`config.mk`:
```
export PLATFORM = sky130hd
export DESIGN_NAME = ptw_req_arbiter
export DESIGN_NICKNAME = d
export VERILOG_FILES = /design/src/rtl/ptw_arb_pkg.sv /design/src/rtl/ptw_arb_pick.sv /design/src/rtl/ptw_req_arbiter.sv
export SDC_FILE = /design/constraint.sdc
export NUM_CORES = 1
export LEC_CHECK = 0
export CORE_UTILIZATION = 35
export DETAILED_ROUTE_END_ITERATION = 12
export PLACE_DENSITY = 0.61
export SETUP_SLACK_MARGIN = 0.15
export SLEW_MARGIN = 20
export SYNTH_ARGS = -nofsm -noshare
export SYNTH_HDL_FRONTEND = slang
export SYNTH_HIERARCHICAL = 1
export SYNTH_SLANG_ARGS = --single-unit
```
`constraint.sdc`:
```
create_clock -name clock -period 9.8 [get_ports clock]
set_clock_uncertainty 0.05 [all_clocks]
set_input_delay 1.96 -clock clock [delete_from_list [all_inputs] [get_ports clock]]
set_output_delay 1.96 -clock clock [all_outputs]
set_load 0.01 [all_outputs]
```
`src/rtl/ptw_arb_pkg.sv`:
```
// Shared defaults and types for the PTW request arbiter.
// Included by the arbiter top, its pick sub-module and the bench.
package ptw_arb_pkg;

    localparam int DEF_NUM_IN   = 4;
    localparam int DEF_VPN_W    = 27;
    localparam int DEF_SRC_W    = 2;
    localparam int DEF_STARVE_W = 4;
    localparam int DEF_IDX_W    = $clog2(DEF_NUM_IN);

    typedef struct packed {
        logic [DEF_VPN_W-1:0] vpn;
        logic [DEF_SRC_W-1:0] source;
    } ptw_req_t;

endpackage

```
`src/rtl/ptw_arb_pick.sv`:
```
// Rotate-priority encoder: first set request at or after 'start',
// wrapping to index 0. Returns a one-hot grant and its encoded index.
module ptw_arb_pick
    import ptw_arb_pkg::*;
#(
    parameter  int NUM_IN = DEF_NUM_IN,
    localparam int IDX_W  = $clog2(NUM_IN)
) (
    input  logic [NUM_IN-1:0] req,
    input  logic [IDX_W-1:0]  start,
    output logic [NUM_IN-1:0] grant,
    output logic [IDX_W-1:0]  index
);

    always_comb begin
        logic             found;
        int               pos;
        logic [IDX_W-1:0] pos_idx;
        grant   = '0;
        index   = '0;
        found   = 1'b0;
        pos     = 0;
        pos_idx = '0;
        for (int k = 0; k < NUM_IN; k++) begin
            pos = int'(start) + k;
            if (pos >= NUM_IN) begin
                pos = pos - NUM_IN;
            end
            pos_idx = IDX_W'(pos);
            if (!found && req[pos_idx]) begin
                found          = 1'b1;
                grant[pos_idx] = 1'b1;
                index          = pos_idx;
            end
        end
    end

endmodule

```
`src/rtl/ptw_req_arbiter.sv`:
```
// N-channel PTW request arbiter: fixed-priority with starvation promotion or
// round-robin, feeding a single registered output entry with synchronous flush.
module ptw_req_arbiter
    import ptw_arb_pkg::*;
#(
    parameter  int NUM_IN   = DEF_NUM_IN,
    parameter  int VPN_W    = DEF_VPN_W,
    parameter  int SRC_W    = DEF_SRC_W,
    parameter  int STARVE_W = DEF_STARVE_W,
    localparam int IDX_W    = $clog2(NUM_IN)
) (
    input  logic                    clock,
    input  logic                    reset,
    input  logic                    io_mode,
    input  logic                    io_flush,
    input  logic [NUM_IN-1:0]       io_in_valid,
    output logic [NUM_IN-1:0]       io_in_ready,
    input  logic [NUM_IN*VPN_W-1:0] io_in_vpn,
    input  logic [NUM_IN*SRC_W-1:0] io_in_source,
    output logic                    io_out_valid,
    input  logic                    io_out_ready,
    output logic [VPN_W-1:0]        io_out_vpn,
    output logic [SRC_W-1:0]        io_out_source,
    output logic [IDX_W-1:0]        io_out_chosen
);

    localparam logic [STARVE_W-1:0] STARVE_MAX = '1;

    logic [IDX_W-1:0]    ptr;
    logic [STARVE_W-1:0] starve_cnt [NUM_IN];
    logic [NUM_IN-1:0]   starved;
    logic [NUM_IN-1:0]   starved_req;
    logic [NUM_IN-1:0]   fix_grant, rr_grant, stv_grant, grant, hs;
    logic [IDX_W-1:0]    fix_idx, rr_idx, stv_idx, win_idx;
    logic                accept;
    logic                hs_any;
    logic [VPN_W-1:0]    sel_vpn;
    logic [SRC_W-1:0]    sel_source;

    always_comb begin
        starved = '0;
        for (int i = 0; i < NUM_IN; i++) begin
            starved[i] = (starve_cnt[i] == STARVE_MAX);
        end
    end

    assign starved_req = starved & io_in_valid;

    ptw_arb_pick #(.NUM_IN(NUM_IN)) u_pick_fix (
        .req   (io_in_valid),
        .start ('0),
        .grant (fix_grant),
        .index (fix_idx)
    );

    ptw_arb_pick #(.NUM_IN(NUM_IN)) u_pick_rr (
        .req   (io_in_valid),
        .start (ptr),
        .grant (rr_grant),
        .index (rr_idx)
    );

    ptw_arb_pick #(.NUM_IN(NUM_IN)) u_pick_starved (
        .req   (starved_req),
        .start ('0),
        .grant (stv_grant),
        .index (stv_idx)
    );

    // Starved channels only pre-empt the grant in fixed mode.
    always_comb begin
        grant   = fix_grant;
        win_idx = fix_idx;
        if (io_mode) begin
            grant   = rr_grant;
            win_idx = rr_idx;
        end else if (|starved_req) begin
            grant   = stv_grant;
            win_idx = stv_idx;
        end
    end

    assign accept      = ~io_flush & (~io_out_valid | io_out_ready);
    assign io_in_ready = grant & {NUM_IN{accept}};
    assign hs          = io_in_valid & io_in_ready;
    assign hs_any      = |hs;
    assign sel_vpn     = io_in_vpn[int'(win_idx) * VPN_W +: VPN_W];
    assign sel_source  = io_in_source[int'(win_idx) * SRC_W +: SRC_W];

    // A drain with no refill empties the stage; so does a flush, since a flush blocks refill.
    always_ff @(posedge clock or negedge reset) begin
        if (!reset) begin
            io_out_valid  <= 1'b0;
            io_out_vpn    <= '0;
            io_out_source <= '0;
            io_out_chosen <= '0;
        end else if (hs_any) begin
            io_out_valid  <= 1'b1;
            io_out_vpn    <= sel_vpn;
            io_out_source <= sel_source;
            io_out_chosen <= win_idx;
        end else if (io_flush || io_out_ready) begin
            io_out_valid  <= 1'b0;
        end
    end

    // The pointer advances in both modes so a mode switch stays fair.
    always_ff @(posedge clock or negedge reset) begin
        if (!reset) begin
            ptr <= '0;
        end else if (hs_any) begin
            ptr <= (win_idx == IDX_W'(NUM_IN - 1)) ? '0 : win_idx + 1'b1;
        end
    end

    always_ff @(posedge clock or negedge reset) begin
        if (!reset) begin
            for (int i = 0; i < NUM_IN; i++) begin
                starve_cnt[i] <= '0;
            end
        end else begin
            for (int i = 0; i < NUM_IN; i++) begin
                if (io_flush || !io_in_valid[i] || hs[i]) begin
                    starve_cnt[i] <= '0;
                end else if (starve_cnt[i] != STARVE_MAX) begin
                    starve_cnt[i] <= starve_cnt[i] + 1'b1;
                end
            end
        end
    end

endmodule
```
==> impl_results.md, run 1 <==
- Crit path launch type: input pin
- Relative area change from synthesis to final layout: 38.7%
- DRC errors left: 0
- Die X: 120 µm
- HPWL after DPL: 10700 µm
- Leading post-synthesis cells by cell area: dfrtp_1 (26%), mux2i_1 (20%), mux2_4 (8.6%)
- Antenna diode count: 0
- Layout cell share with drive strength beyond 1: 0.126
- Total Neg Setup Slack: 0 ps
- Maximum cell stage delay along the critical path: 790 ps
- Worst voltage drop across the vdd grid: 0.106 mV
- Max cap viols: 0
- Status: completed
- Setup violation total in the final timing report: 0
- Number of DRC violations after detailed-routing iteration 0: 250
- Async set-reset flop share out of synthesis: 1.00
- Clock root cell: clkbuf_16
- Clock Latency Late Sink: 290 ps
- Number of nets in the final layout: 785
- Core box area: 13500 µm²
- Worst R2R End: io_out_vpn[15]
- Yosys top cell area share: 0.256
- Syn Std Cell Area: 4890 µm²
- Area of the die: 14500 µm²
- Syn_area_per_cell: 9.91 µm²
- Grt ovf: 0
- Ranking of synthesized cells by instance count: mux2i_1 (99), dfrtp_1 (50), nand2_1 (34), nor2_1 (29), o21ai_0 (29)
- Die outline height: 120 µm
- Per-cell routed wire length: 17.3 µm
- TritonCTS clock tree: done
- IO Pins: 161
- Detailed Routing Iterations Pass 1: 4
- Length in cells of the worst reg-to-reg path: 11
- Dominant synthesized flop cell: dfrtp_1
- RePlAce Congestion: 0.775
- Cells along the critical path: clkdlybuf4s50_1 > nand4_2 > inv_1 > mux4_2 > or2_4 > nor2b_4 > a221o_2 > inv_1 > a41oi_1 > a211oi_2 > nor3_1 > clkdlybuf4s50_1
- Synthesis warning total: 6
- Count of placed standard cells in the final layout, fillers left out: 818
- Synthesized flop and latch total: 50
- CP arrival: 5630 ps
- Number of global-route vias before repair: 4195
- Number of failing hold endpoints at the final stage: 0
- H-tree depth reported by CTS: 2
- Post-placement cell count: 810
- Pin count of the biggest net entering global routing: 62
- Worst-path fanout max: 25
- Max Transition Viols Final: 0
- Worst hold-check path type: reg -> reg
- Kind of critical path: in -> out
- Sort of element at the end of the critical path: output pin
- First-pass GRT wire length: 22000 µm
- Max transition margin: 0.306
- Sequential fraction of the synthesis area: 0.256
- Reg2Reg Launch Point: ptr[0]
- Placement row count: 42
- Dominant cell by count in the synthesized netlist: mux2i_1
- Post-CTS Setup Bufs: 0
- Initial Utilization: 0.364
- Total wire length: 14200 µm
- Remaining number of nets flagged by the antenna check after routing: 0
- Fin crit period: 7640 ps
- Largest area contributor in the synthesized netlist: dfrtp_1
- Number of sinks driven by the clock tree: 50
- Clock-pin slew reported for the worst setup and hold paths after clock tree synthesis: 70 ps
- Total of buffers placed on input and output ports: 160
- Count of flip-flops with a built-in enable after synthesis: 0
- Number of vias per cell after detailed routing: 5.27
- Transition at the pin with the smallest max-transition slack: 1040 ps
- Total clock buffers created by CTS: 5
- Hold Path Depth: 1
- Global-route usage over all layers: 0.192
- Final period util: 0.779
- Worst hold endpoint: io_out_source[0]
- Count of hold buffers inserted by post-cts repair: 0
- Start point of the critical path: io_in_valid[1]
- Data required time at the worst endpoint: 7790 ps
- Top achievable clock speed: 131 MHz
- Hold Startpoint: io_out_source[0]
- Clock Tree Buf Depth: 2
- Cell at the slowest stage of the critical path: clkdlybuf4s50_1
- Via count: 4311
- Number of antenna violations at the first check in global routing: 0
- Leakage dissipation: 3.00 nW
- Setup repair after global routing missed its margin: false
- Yosys cell types: 48
- PostCTS Resize Cnt: 0
- Count of mapped cells out of synthesis: 494
- Areal power density over the cells: 211 nW/µm²
- Worst setup slack for register-to-register paths: 5400 ps
## final cells by class
type | count | area (µm²)
inverters | 20 | 75.1
clock inverters | 3 | 68.8
clock buffers | 5 | 125
well taps | 176 | 220
multi-input cells | 401 | 3430
repair buffers | 163 | 1620
flip-flops and latches | 50 | 1250
fillers | 1239 | 6670
## cell families (layout without fill, tap and decap cells)
| group | count (synthesis) | count (layout) | synth area share |
|---|---|---|---|
| XOR/XNOR | 5 | 5 | 0.00895 |
| AND/OR/NAND/NOR | 137 | 137 | 0.159 |
| other | 1 | 16 | 0.000766 |
| flip-flops | 50 | 50 | 0.256 |
| adder cells (fa/ha/maj) | 19 | 19 | 0.0486 |
| buffers and inverters | 58 | 191 | 0.0621 |
| multiplexers | 140 | 140 | 0.339 |
| AO/OA/AOI/OAI | 84 | 84 | 0.126 |
## where the power goes
group / switching (W) / internal, W / total [W]
logic: 0.000379 / 0.000486 / 0.000865
registers: 0.0000603 / 0.000282 / 0.000342
clock network: 0.0000773 / 0.000147 / 0.000224
total: 0.000517 / 0.000914 / 0.00143
## metrics by stage
step | area [µm²] | setup WS (ps) | hold WS, ps | power (W) | utilization
after detailed placement | 6590 | 2180 | 425 | 0.00121 | 0.490
after floorplan | 4950 | 3820 | 479 | 0.000903 | -
after global placement | 6590 | 2280 | 419 | 0.00120 | 0.490
final | 6790 | 2160 | 437 | 0.00143 | 0.504
after global routing | 6790 | 1860 | 469 | 0.00152 | 0.504
after CTS | 6780 | 2180 | 442 | 0.00144 | 0.504
## worst max-delay path: cells and delay by family
family / cells / cell delay [ps]
mux: 1 / 560
buf+inv: 4 / 1610
compound gates: 3 / 430
simple gates: 4 / 1060
## placed cells by master (no fill, tap or decap), types with 4 or more instances in the layout
cell,count
nand3_1,8
mux2_1,4
a211oi_1,4
ha_1,19
conb_1,16
and3b_1,6
nor3b_1,10
nand2_1,34
or3b_1,4
clkdlybuf4s50_1,159
clkbuf_16,5
inv_1,20
nand2b_1,8
nor2_1,29
a221o_2,12
o21bai_1,4
mux4_2,9
a31oi_1,10
o21ai_0,29
dfrtp_1,50
nor3_1,18
xnor2_1,4
mux2i_1,99
mux2_4,28
a41oi_1,5
## flip-flops by register name (all words and copies together), names as in the netlist
name and cells:
io_out_vpn 27, starve_cnt 16, io_out_chosen 2, io_out_source 2, ptr 2, io_out_valid 1
## layer usage
| layer | routed length [µm] | vias up | share of wire | track usage |
|---|---|---|---|---|
| met4 | 297 | 0 | 0.021 | 0.0525 |
| met2 | 7310 | 94 | 0.52 | 0.338 |
| met5 | 0 | - | 0 | 0 |
| met3 | 564 | 19 | 0.040 | 0.0288 |
| met1 | 5980 | 2094 | 0.42 | 0.242 |
| li1 | - | 2104 | - | - |
## how the worst max path moves through the flow
stage	endpoint
2_1_floorplan	io_in_ready[2]
3_3_place_gp	io_in_ready[2]
3_5_place_dp	io_in_ready[2]
4_1_cts	io_in_ready[2]
5_1_grt	io_in_ready[3]
6_report	io_in_ready[2]
Power figures use the tool's default switching activity.
==> inputs of run 2 (changes only) <==
Clock period 9.8 ns to 7.4 ns, I/O delays scaled along.
==> impl_results.md, run 2 (same netlist as run 1, synthesis figures left out) <==
- Worst hold-check path type: reg -> reg
- Total wire length: 14100 µm (-0.18%)
- Top cell family by delay on the critical path: buffers and inverters
- Number of vias per cell after detailed routing: 5.26 (-0.14%)
- Count of placed standard cells in the final layout, fillers left out: 822 (+0.49%)
- Max transition margin: 0.266 (-0.0397)
- Worst voltage drop across the vdd grid: 0.171 mV (+61%)
- Number of global-route vias before repair: 4195 (unchanged)
- Clock Latency Late Sink: 300 ps (about the same)
- Post-placement cell count: 814 (+0.49%)
- Largest reg by FF count: io_out_vpn
- Sort of element at the end of the critical path: output pin
- Total clock buffers created by CTS: 5 (unchanged)
- Clock-pin slew reported for the worst setup and hold paths after clock tree synthesis: 70 ps (about the same)
- Worst-path fanout max: 25 (unchanged)
- Die outline height: 120 µm (unchanged)
- Transition at the pin with the smallest max-transition slack: 1100 ps (+59.5 ps)
- Max cap viols: 0 (unchanged)
- Worst path buffer plus inverter count: 5 (+1)
- Top flop regs: io_out_vpn: 27 flops, starve_cnt: 16 flops
- Areal power density over the cells: 274 nW/µm² (+30%)
- H-tree depth reported by CTS: 2 (unchanged)
- Count of hold buffers inserted by post-cts repair: 0 (unchanged)
- Via count: 4326 (+0.35%)
- Number of failing hold endpoints at the final stage: 0 (unchanged)
- Cells along the critical path: clkdlybuf4s50_1 > buf_4 > nand4_2 > inv_1 > nor3b_1 > o21ai_0 > o31ai_1 > a221o_2 > inv_1 > a41oi_1 > a211oi_2 > nor3_1 > clkdlybuf4s50_1
- Grt ovf: 0 (unchanged)
- TritonCTS clock tree: done
- HPWL after DPL: 10800 µm (+0.69%)
- Final setup margin: 1120 ps (-1050 ps)
- Total Neg Setup Slack: 0 ps (unchanged)
- Setup violation total in the final timing report: 0 (unchanged)
- Total of buffers placed on input and output ports: 160 (unchanged)
- Placement row count: 42 (unchanged)
- Leading cell types in the layout, fill and taps excluded: clkdlybuf4s50_1 (159), mux2i_1 (99), dfrtp_1 (50)
- Kind of critical path: in -> out
- Number of sinks driven by the clock tree: 50 (unchanged)
- Number of flip-flops under the largest register name: 27 (unchanged)
- CP arrival: 4750 ps (-880 ps)
- Leakage dissipation: 3.01 nW (about the same)
- RePlAce Congestion: 0.781 (+0.72%)
- Per-cell routed wire length: 17.2 µm (-0.67%)
- Die X: 120 µm (unchanged)
- Pin count of the biggest net entering global routing: 62 (unchanged)
- Clock Tree Buf Depth: 2 (unchanged)
- Relative area change from synthesis to final layout: 38.8% (about the same)
- Number of nets in the final layout: 789 (+0.51%)
- Post-CTS Setup Bufs: 0 (unchanged)
- Maximum cell stage delay along the critical path: 590 ps (-200 ps)
- Final period util: 0.849
- Cell at the slowest stage of the critical path: clkdlybuf4s50_1
- Layout cell share with drive strength beyond 1: 0.132 (+0.00541)
- Setup repair after global routing missed its margin: false
- Number of DRC violations after detailed-routing iteration 0: 199 (-20%)
- Detailed Routing Iterations Pass 1: 4 (unchanged)
- Most frequent standard cell in the layout excluding fill and tap cells: clkdlybuf4s50_1
- Remaining number of nets flagged by the antenna check after routing: 0 (unchanged)
- Top achievable clock speed: 159 MHz
- Fin crit period: 6280 ps
- DRC errors left: 0 (unchanged)
- Crit path launch type: input pin
- Max Transition Viols Final: 0 (unchanged)
- Core box area: 13500 µm² (unchanged)
- IO Pins: 161 (unchanged)
- Filler Cell Count: 1259 (+1.6%)
- Antenna diode count: 0 (unchanged)
- Area of the die: 14500 µm² (unchanged)
- PostCTS Resize Cnt: 0 (unchanged)
- Initial Utilization: 0.364 (unchanged)
- Global-route usage over all layers: 0.190 (-0.00129)
- First-pass GRT wire length: 21800 µm (-1.0%)
- Clock root cell: clkbuf_16
- Status: completed
- Worst slack at placement: 1110 ps (-1070 ps)
- Data required time at the worst endpoint: 5870 ps (-1920 ps)
- Number of antenna violations at the first check in global routing: 0 (unchanged)
==> run 2: changes by cell type in the layout (fill, tap and decap cells not counted) <==
cell,previous run,this run
buf_4,3,7
bufinv_16,2,1
clkinv_4,1,0
clkinvlp_4,0,2
or4_2,0,1
or4_4,1,0
==> run 2: worst register-to-register path, stage by stage (launching register included) <==
cell and delay [ps]:
dfrtp_1 750, inv_1 190, ha_1 460, mux4_2 400, nand2_1 90, o21ai_0 90
a221o_2 350, o21ai_0 190, nor3_1 60, or4_2 1180, mux2_1 540
==> run 2: area by class of cell <==
type / count / area, µm² / area share
clock buffers: 5 / 125 / 0.0184
clock inverters: 3 / 45.0 / 0.00663
inverters: 20 / 75.1 / 0.0111
multi-input cells: 401 / 3420 / 0.504
flip-flops and latches: 50 / 1250 / 0.184
well taps: 176 / 220 / 0.0324
repair buffers: 167 / 1650 / 0.243
==> run 2: where the power goes <==
group | switching (W) | internal (W) | total, W
clock network | 0.000106 | 0.000160 | 0.000266
logic | 0.000499 | 0.000647 | 0.00115
registers | 0.0000764 | 0.000373 | 0.000449
==> run 2: stage by stage <==
step                      cell area, µm²  power, W  hold slack (ps)   util
final                               6790   0.00186              443  0.505
after floorplan                     4950   0.00120              479      -
after CTS                           6790   0.00188              445  0.505
after global routing                6790   0.00198              467  0.505
after detailed placement            6620   0.00160              429  0.492
after global placement              6620   0.00159              419  0.492
==> run 2: routing by layer <==
layer | global-route usage | up-vias | wire [µm]
met4 | 0.0478 | 0 | 214
met1 | 0.237 | 2113 | 5960
met3 | 0.0297 | 14 | 572
met2 | 0.342 | 94 | 7390
met5 | 0 | - | 0
li1 | - | 2105 | -
==> run 2: final timing paths <==
path                                start          endpoint  slack, ps  cells past startpoint
max                        io_in_valid[3]    io_in_ready[3]       1120                     13
min                         io_out_vpn[0]     io_out_vpn[0]        440                      1
max reg2reg                        ptr[0]  io_out_source[0]       2930                     10
min reg2reg                 io_out_vpn[0]     io_out_vpn[0]        440                      1
max in group asynchronous           reset    starve_cnt[14]       5620                      2
min in group asynchronous           reset    io_out_vpn[17]       1240                      2
